[config.mk]
export PLATFORM = sky130hd
export DESIGN_NAME = uop_exec_queue
export DESIGN_NICKNAME = d
export VERILOG_FILES = /design/src/rtl/uop_pkg.sv /design/src/rtl/uop_entry_fifo.sv /design/src/rtl/uop_exec_queue.sv
export SDC_FILE = /design/constraint.sdc
export NUM_CORES = 1
export LEC_CHECK = 0
export CAP_MARGIN = 10
export CELL_PAD_IN_SITES_DETAIL_PLACEMENT = 1
export CELL_PAD_IN_SITES_GLOBAL_PLACEMENT = 2
export CORE_ASPECT_RATIO = 0.9
export CORE_MARGIN = 5
export CORE_UTILIZATION = 30
export CTS_CLUSTER_SIZE = 20
export DETAILED_ROUTE_END_ITERATION = 10
export PLACE_DENSITY = 0.8
export SLEW_MARGIN = 10
export SYNTH_ARGS = -nofsm -noshare
export SYNTH_HDL_FRONTEND = slang
export SYNTH_SLANG_ARGS = --single-unit
[constraint.sdc]
create_clock -name clk -period 3.1 [get_ports clk]
set_input_delay 0.465 -clock clk [delete_from_list [all_inputs] [get_ports clk]]
set_output_delay 0.465 -clock clk [all_outputs]
set_load 0.01 [all_outputs]
[src/rtl/uop_pkg.sv]
// Shared micro-op field layout and queue entry type for the execute-stage issue queue.
package uop_pkg;

    localparam int UOP_DEC_W = 20;

    localparam int IDX_A_LSB    = 0;
    localparam int IDX_B_LSB    = 3;
    localparam int SEL_INP_BIT  = 6;
    localparam int IDX_DEST_LSB = 8;
    localparam int MEM_W_BIT    = 8;
    localparam int WR_SEL_BIT   = 11;
    localparam int FLAGS_BIT    = 12;
    localparam int MEM_CMD_BIT  = 13;
    localparam int MEM_RQ_BIT   = 14;
    localparam int CARRY_BIT    = 15;
    localparam int ALU_F_LSB    = 16;

    // Entry layout at the default geometry (20-bit uop, 16-bit temp).
    typedef struct packed {
        logic [UOP_DEC_W-1:0] uop;
        logic [15:0]          temp;
        logic                 sched;
        logic                 main;
    } uop_entry_t;

    function automatic logic [2:0] uop_idx3(input logic [UOP_DEC_W-1:0] uop, input int lsb);
        return uop[lsb +: 3];
    endfunction

endpackage

[src/rtl/uop_entry_fifo.sv]
// Generic in-order entry storage: wrap-around pointers, occupancy count,
// push/pop with synchronous flush that overrides both.
module uop_entry_fifo #(
    parameter int WIDTH = 38,
    parameter int DEPTH = 2,
    parameter int CNT_W = $clog2(DEPTH + 1)
) (
    input  logic             clk,
    input  logic             a_rst,
    input  logic             push,
    input  logic             pop,
    input  logic             flush,
    input  logic [WIDTH-1:0] wr_data,
    output logic [WIDTH-1:0] rd_data,
    output logic [CNT_W-1:0] count,
    output logic             full,
    output logic             empty
);

    localparam int PTR_W = (DEPTH > 1) ? $clog2(DEPTH) : 1;

    logic [PTR_W-1:0] wr_ptr_reg, wr_ptr_next;
    logic [PTR_W-1:0] rd_ptr_reg, rd_ptr_next;
    logic [CNT_W-1:0] count_reg, count_next;
    logic [WIDTH-1:0] mem_reg [DEPTH];
    logic             do_push, do_pop;

    function automatic logic [PTR_W-1:0] ptr_inc(input logic [PTR_W-1:0] p);
        return (p == PTR_W'(DEPTH - 1)) ? '0 : p + PTR_W'(1);
    endfunction

    assign full    = (count_reg == CNT_W'(DEPTH));
    assign empty   = (count_reg == '0);
    assign do_push = push & ~flush & ~full;
    assign do_pop  = pop & ~flush & ~empty;

    always_comb begin
        wr_ptr_next = wr_ptr_reg;
        rd_ptr_next = rd_ptr_reg;
        count_next  = count_reg;
        if (flush) begin
            wr_ptr_next = '0;
            rd_ptr_next = '0;
            count_next  = '0;
        end else begin
            if (do_push) wr_ptr_next = ptr_inc(wr_ptr_reg);
            if (do_pop)  rd_ptr_next = ptr_inc(rd_ptr_reg);
            if (do_push && !do_pop)
                count_next = count_reg + CNT_W'(1);
            else if (!do_push && do_pop)
                count_next = count_reg - CNT_W'(1);
        end
    end

    always_ff @(posedge clk or posedge a_rst) begin
        if (a_rst) begin
            wr_ptr_reg <= '0;
            rd_ptr_reg <= '0;
            count_reg  <= '0;
        end else begin
            wr_ptr_reg <= wr_ptr_next;
            rd_ptr_reg <= rd_ptr_next;
            count_reg  <= count_next;
        end
    end

    // Storage is cleared on reset so an idle queue presents all-zero fields.
    generate
        for (genvar gi = 0; gi < DEPTH; gi++) begin : g_entry
            always_ff @(posedge clk or posedge a_rst) begin
                if (a_rst)
                    mem_reg[gi] <= '0;
                else if (do_push && (wr_ptr_reg == PTR_W'(gi)))
                    mem_reg[gi] <= wr_data;
            end
        end
    endgenerate

    assign rd_data = mem_reg[rd_ptr_reg];
    assign count   = count_reg;

endmodule

[src/rtl/uop_exec_queue.sv]
// In-order micro-op issue queue feeding the execute stage; the head entry drives decode.
// Optional retire/stall counters are built when UOP_EXEC_QUEUE_PERF_EN is defined.
module uop_exec_queue
    import uop_pkg::*;
#(
    parameter int UOP_W  = 20,
    parameter int DATA_W = 16,
    parameter int DEPTH  = 2,
    parameter int CNT_W  = $clog2(DEPTH + 1)
) (
    input  logic              clk,
    input  logic              a_rst,
    input  logic              stop,
    input  logic              flush,
    input  logic              in_valid,
    output logic              in_ready,
    input  logic [UOP_W-1:0]  uop_in,
    input  logic [DATA_W-1:0] temp_a,
    input  logic [DATA_W-1:0] temp_b,
    input  logic              next_sched,
    input  logic              next_main,
    output logic              exec_valid,
    output logic [DATA_W-1:0] t_out,
    output logic [2:0]        idx_a,
    output logic [2:0]        idx_b,
    output logic [2:0]        idx_dest,
    output logic              sel_inp,
    output logic [3:0]        alu_f,
    output logic              carry_mask,
    output logic              reg_wr,
    output logic              flags_w,
    output logic              mar_wr,
    output logic              mem_rq_width,
    output logic              mem_rq_cmd,
    output logic              mem_rq,
    output logic              sched_now,
    output logic              sched_main,
    output logic              main_ex_mem,
`ifdef UOP_EXEC_QUEUE_PERF_EN
    output logic [31:0]       retired_cnt,
    output logic [31:0]       stall_cnt,
`endif
    output logic [CNT_W-1:0]  occupancy
);

    typedef struct packed {
        logic [UOP_W-1:0]  uop;
        logic [DATA_W-1:0] temp;
        logic              sched;
        logic              main;
    } entry_t;

    entry_t                 wr_entry;
    entry_t                 head;
    logic                   full, empty;
    logic                   push, retire;
    logic [UOP_DEC_W-1:0]   hu;

    // Temp operand is resolved at enqueue time so the head needs no select.
    always_comb begin
        wr_entry       = '0;
        wr_entry.uop   = uop_in;
        wr_entry.temp  = next_sched ? temp_b : temp_a;
        wr_entry.sched = next_sched;
        wr_entry.main  = next_main;
    end

    assign in_ready   = ~full & ~flush;
    assign push       = in_valid & in_ready;
    assign exec_valid = ~empty;
    assign retire     = exec_valid & ~stop;

    uop_entry_fifo #(
        .WIDTH ($bits(entry_t)),
        .DEPTH (DEPTH),
        .CNT_W (CNT_W)
    ) u_fifo (
        .clk     (clk),
        .a_rst   (a_rst),
        .push    (push),
        .pop     (retire),
        .flush   (flush),
        .wr_data (wr_entry),
        .rd_data (head),
        .count   (occupancy),
        .full    (full),
        .empty   (empty)
    );

    assign hu = head.uop[UOP_DEC_W-1:0];

    // Field outputs always reflect head storage; only strobes are gated.
    assign t_out        = head.temp;
    assign idx_a        = uop_idx3(hu, IDX_A_LSB);
    assign idx_b        = uop_idx3(hu, IDX_B_LSB);
    assign idx_dest     = uop_idx3(hu, IDX_DEST_LSB);
    assign sel_inp      = hu[SEL_INP_BIT];
    assign alu_f        = hu[ALU_F_LSB +: 4];
    assign carry_mask   = ~hu[CARRY_BIT];
    assign mem_rq_cmd   = hu[MEM_CMD_BIT];
    assign sched_now    = head.sched;
    assign sched_main   = head.main;

    assign reg_wr       = ~hu[WR_SEL_BIT] & retire;
    assign flags_w      = hu[FLAGS_BIT] & retire;
    assign mar_wr       = hu[WR_SEL_BIT] & ~hu[10] & ~hu[9] & retire;
    assign mem_rq_width = mar_wr & hu[MEM_W_BIT];
    assign mem_rq       = (hu[MEM_CMD_BIT] | hu[MEM_RQ_BIT]) & retire;
    assign main_ex_mem  = mem_rq & ~(head.main ^ head.sched);

`ifdef UOP_EXEC_QUEUE_PERF_EN
    logic [31:0] retired_cnt_reg;
    logic [31:0] stall_cnt_reg;

    // Counters survive flush; only reset clears them.
    always_ff @(posedge clk or posedge a_rst) begin
        if (a_rst) begin
            retired_cnt_reg <= '0;
            stall_cnt_reg   <= '0;
        end else begin
            if (retire)
                retired_cnt_reg <= retired_cnt_reg + 32'd1;
            if (exec_valid && stop)
                stall_cnt_reg <= stall_cnt_reg + 32'd1;
        end
    end

    assign retired_cnt = retired_cnt_reg;
    assign stall_cnt   = stall_cnt_reg;
`endif

endmodule

==> results of run 1 <==
==> metal layers <==
layer,up-vias,GRT usage (%),wire (um)
li1,1128,-,-
met1,1231,14.4,3790
met2,60,22.1,4490
met3,9,4.07,494
met4,0,3.99,123
met5,-,0,0
==> synth_stat cells (2+ instances only) <==
| cell | count |
|---|---|
| mux2_1 | 2 |
| clkbuf_1 | 4 |
| buf_6 | 3 |
| a21oi_1 | 3 |
| mux2i_1 | 2 |
| nor2_1 | 5 |
| mux2_2 | 92 |
| nor3_1 | 2 |
| nand2_1 | 2 |
| buf_2 | 6 |
| xor2_1 | 2 |
| mux2_4 | 30 |
| dfrtp_1 | 78 |
| a211oi_1 | 2 |
| o21ai_0 | 2 |
| nand2b_1 | 2 |
| nor2b_1 | 2 |
| inv_1 | 3 |
==> cell families after synthesis <==
group	share of synthesized area (%)
mux	40.3
xor+xnor	0.462
simple gates	3.59
compound gates	1.68
flops	51.4
buf+inv	2.57
==> power breakdown <==
group / internal, mW / switching, mW
logic: 0.666 / 0.330
clock network: 0.703 / 0.406
registers: 1.27 / 0.138
total: 2.64 / 0.874
==> final cells by class <==
type	instances	area [um2]	area share, %
flip-flops and latches	78	1950	36.7
inverters	3	12.5	0.235
clock buffers	10	229	4.31
clock inverters	6	86.3	1.62
repair buffers	109	1080	20.4
well taps	164	205	3.86
multi-input cells	159	1750	32.9
==> critical path, cell delays in order (launching register included) <==
cell and delay, ps:
dfrtp_2 520, buf_4 320, mux2_2 390, xor2_1 160, nor3_1 130, clkdlybuf4s50_1 570
==> through the flow <==
stage	total power, mW	area (um2)	std cells	util, %	setup slack (ps)
finish	3.51	5320	529	42.4	211
global route	3.71	5320	529	42.4	43.4
detailed placement	2.44	5000	513	39.9	269
global placement	2.40	5000	513	39.9	299
CTS	3.59	5320	529	42.4	143
floorplan	1.98	3800	254	-	640
==> final timing paths <==
kind,to,slack (ps),cells past startpoint
max in group asynchronous,u_fifo.rd_ptr_reg,1870,3
setup reg to reg,u_fifo.mem_reg[13],1040,4
min in group asynchronous,u_fifo.mem_reg[53],550,2
hold / removal,u_fifo.mem_reg[62],490,1
setup / recovery,main_ex_mem,210,5
hold reg to reg,u_fifo.mem_reg[62],490,1
==> results.cfg, run 1 <==
[status]
status = finished clean

[critical_path]
arrival_ps = 2420
crit_start = u_fifo.rd_ptr_reg
startpoint_type = flop
critical_path_class = reg -> out
reg2reg_from = u_fifo.count[1]
cp_max_fo = 15
critPathCaptureType = output port
cp.required_ps = 2630

[global_route]
grt_util_all_layers_pct = 12.5
antenna_found_initial = 0
grt_pass1_vias = 2870
grt_max_degree = 41
grt.overflow.total = 0
grt_first_pass_wirelength_mm = 14.6

[place]
port_buffers = 101
dp_hpwl_mm = 6.22
place_congestion = 0.679

[clock_network]
post_cts_resized = 0
htreeDepth = 3
clk_latency_ps = 330
clk_path_buf_depth = 2
hold_buffers = 0
cts.clk_slew.worst_paths_ps = 60
clock_sinks = 78
root_buffer = clkbuf_16
cts_tree = done
post_cts_buffers = 0
cts_made_buffers = 9

[layout]
antenna-diode-count = 0
area_growth_pct = 40.0
final_common_cell = clkdlybuf4s50_1
mostFrequentLayoutCells = 101 x clkdlybuf4s50_1, 92 x mux2_2, 77 x dfrtp_1
nFillCells = 1300
drive_above_1_share_pct = 41.4
largest_reg_flops = 74
fin_nets = 419

[synth]
synthesis.nets = 313
synth-seq-cells = 78
yosys_warnings = 0
synth-edff-count = 0
synth_ff_type = dfrtp_1
synth_top_area_share_pct = 51.4
ys_types = 30
synth_cells = 254
ys_top_cells_by_area = dfrtp_1 51%, mux2_2 27%, mux2_4 12%
avgSynthCellArea_um2 = 14.9
synth_area_um2 = 3800
yosysTopAreaCell = dfrtp_1
synthArstFlopShare_pct = 100
ys_seq_area_share_pct = 51.4

[hold_path]
min_path_type = reg -> reg
min_from = u_fifo.mem_reg[62]

[timing]
slew_headroom_pct = 42.9
tightest_slew_ps = 854
grt_setup_unrepaired = false
fin_crit_sh_pct = 93.2
fin_skew_ps = 3.77
clock.fmax_ghz = 0.346
fin_crit_ps = 2890
hold_viol_final = 0
fin_tns_setup_ps = 0
setup_viol = 0
drv_slew = 0
fin_hold_ws_ps = 487

[floorplan]
std_cell_rows = 39
dieArea_um2 = 15000
fp.dieH_um = 117
initial_core_util_pct = 30.3
ios = 103
die_w_um = 129
core_um2 = 12500

[drt]
wl_mm = 8.90
routedWlPerCell_um = 16.8
routed_via_density = 4.59
first_iter_violations = 36
antenna_left = 0
drc_errors = 0
first_pass_iters = 4
vias = 2428

[pwr]
power.leakage_nw = 2.26
ir_drop_mv = 0.273
power_density_nw_per_um2 = 661

[flow_run]
drv_cap = 0
Power figures use the tool's default switching activity.
==> inputs of run 2 (changes only) <==
Settings changed: PLACE_DENSITY 0.8 to 0.83, SKIP_CTS_REPAIR_TIMING set to 1.
Clock period 3.1 ns to 2.3 ns, I/O delays scaled along.
==> results.cfg, run 2 (synthesis results as in run 1) <==
[critical_path]
cp_max_fo = 12
reg2reg_depth = 4
crit_slowest_cell = clkdlybuf4s50_1
worstReg2RegEnd = u_fifo.mem_reg[10]
critPathCaptureType = output port
path_cells = clkbuf_4 -> buf_8 -> mux2_2 -> clkdlybuf4s50_1
reg2reg_slack_ps = 270
reg2reg_from = u_fifo.count[1]
arrival_ps = 1900
path_buf_inv = 3
cp.required_ps = 1960
max_stage_delay_ps = 480
crit_family = buffers and inverters
startpoint_type = flop
critical_path_class = reg -> out

[pwr]
ir_drop_mv = 0.393
power_frac_seq_pct = 38.9
switching_share_pct = 24.4
clockPowerShare_pct = 32.2
power_density_nw_per_um2 = 876
power.leakage_nw = 2.60
power_frac_comb_pct = 28.9
p_switching_mw = 1.19
p_int_mw = 3.69

[timing]
fin_tns_setup_ps = 0
fin_hold_ws_ps = 395
fin_crit_ps = 2250
fin_crit_sh_pct = 97.6
setup_viol = 0
clock.fmax_ghz = 0.445
drv_slew = 0
hold_viol_final = 0
slew_headroom_pct = 59.5
fin_skew_ps = 5.79
tightest_slew_ps = 606

[hold_path]
min_path_type = in -> reg
min_from = stop
hold_depth = 3
holdPathEnd = u_fifo.count[1]

[global_route]
antenna_found_initial = 0
grt.overflow.total = 0
grt_first_pass_wirelength_mm = 15.0
grt_pass1_vias = 2949
grt_max_degree = 38
grt_util_all_layers_pct = 12.8

[drt]
wl_mm = 9.27
vias = 2541
antenna_left = 0
routedWlPerCell_um = 16.9
drc_errors = 0
routed_via_density = 4.65
first_iter_violations = 78
first_pass_iters = 4

[clock_network]
clk_latency_ps = 330
clk_path_buf_depth = 2
cts_tree = done
cts_made_buffers = 9
cts.clk_slew.worst_paths_ps = 50
htreeDepth = 3
clock_sinks = 78
root_buffer = clkbuf_16

[flow_run]
drv_cap = 0

[place]
place_congestion = 0.726
dp_hpwl_mm = 6.39
port_buffers = 101

[layout]
largest_reg_flops = 74
drive_above_1_share_pct = 44.6
area_growth_pct = 46.9
post-route-util_pct = 44.5
fin_nets = 437
antenna-diode-count = 0
final_common_cell = mux2_2
mostFrequentLayoutCells = 92 x mux2_2, 82 x clkdlybuf4s50_1, 77 x dfrtp_1

[floorplan]
std_cell_rows = 39
die_w_um = 129
core_um2 = 12500
dieArea_um2 = 15000
ios = 103
fp.dieH_um = 117
initial_core_util_pct = 30.3

[status]
status = finished clean
[run 2: worst max-delay path by stage]
stage,from,to,slack (ps),cells past startpoint
after floorplan,u_fifo.count[1],u_fifo.mem_reg[0],440,5
after global placement,stop,mem_rq_width,-150,5
after detailed placement,stop,mem_rq_width,-160,5
after CTS,u_fifo.rd_ptr_reg,main_ex_mem,-340,5
after global routing,u_fifo.rd_ptr_reg,idx_b[2],-6,4
final,u_fifo.rd_ptr_reg,idx_b[0],50,4
[run 2: area by class of cell]
class | instances | area, um2
Sequential cell | 78 | 1950
Inverter | 3 | 15.0
Clock buffer | 13 | 270
Fill cell | 1253 | 6970
Timing Repair Buffer | 127 | 1310
Tap cell | 164 | 205
Multi-Input combinational cell | 159 | 1750
Clock inverter | 3 | 65.1
[run 2: worst min-delay path, stage by stage]
cell and delay [ps]:
dlymetal6s2s_1 170, o21ai_0 90, a21oi_1 70
[run 2: power by group through the flow]
| stage | clock (mW) | sequential [mW] | combinational, mW |
|---|---|---|---|
| floorplan | 0 | 1.85 | 0.823 |
| global placement | 0 | 1.89 | 1.39 |
| detailed placement | 0 | 1.93 | 1.42 |
| CTS | 1.62 | 1.91 | 1.43 |
| global route | 1.68 | 1.94 | 1.53 |
| finish | 1.57 | 1.90 | 1.41 |
[run 2: layer usage]
metal	share of wire, %	GRT usage, %	vias up
li1	-	-	1159
met1	43	15.6	1307
met2	49	21.9	66
met3	5.9	3.84	9
met4	1.3	3.99	0
met5	0	0	-
[run 2: metrics by stage]
step                instances  instance area (um2)  power [mW]  setup slack [ps]
detailed placement        523                 5120        3.34              -162
finish                    547                 5580        4.88              54.5
global placement          523                 5120        3.28              -148
CTS                       539                 5450        4.96              -343
global route              547                 5580        5.15             -6.13
floorplan                 254                 3800        2.67               444
==> inputs of run 3 (changes only) <==
Settings changed: SLEW_MARGIN 10 to 20, TNS_END_PERCENT set to 50.
==> results of run 3 <==
The final DEF is identical to that of run 2; final timing and power are the same.
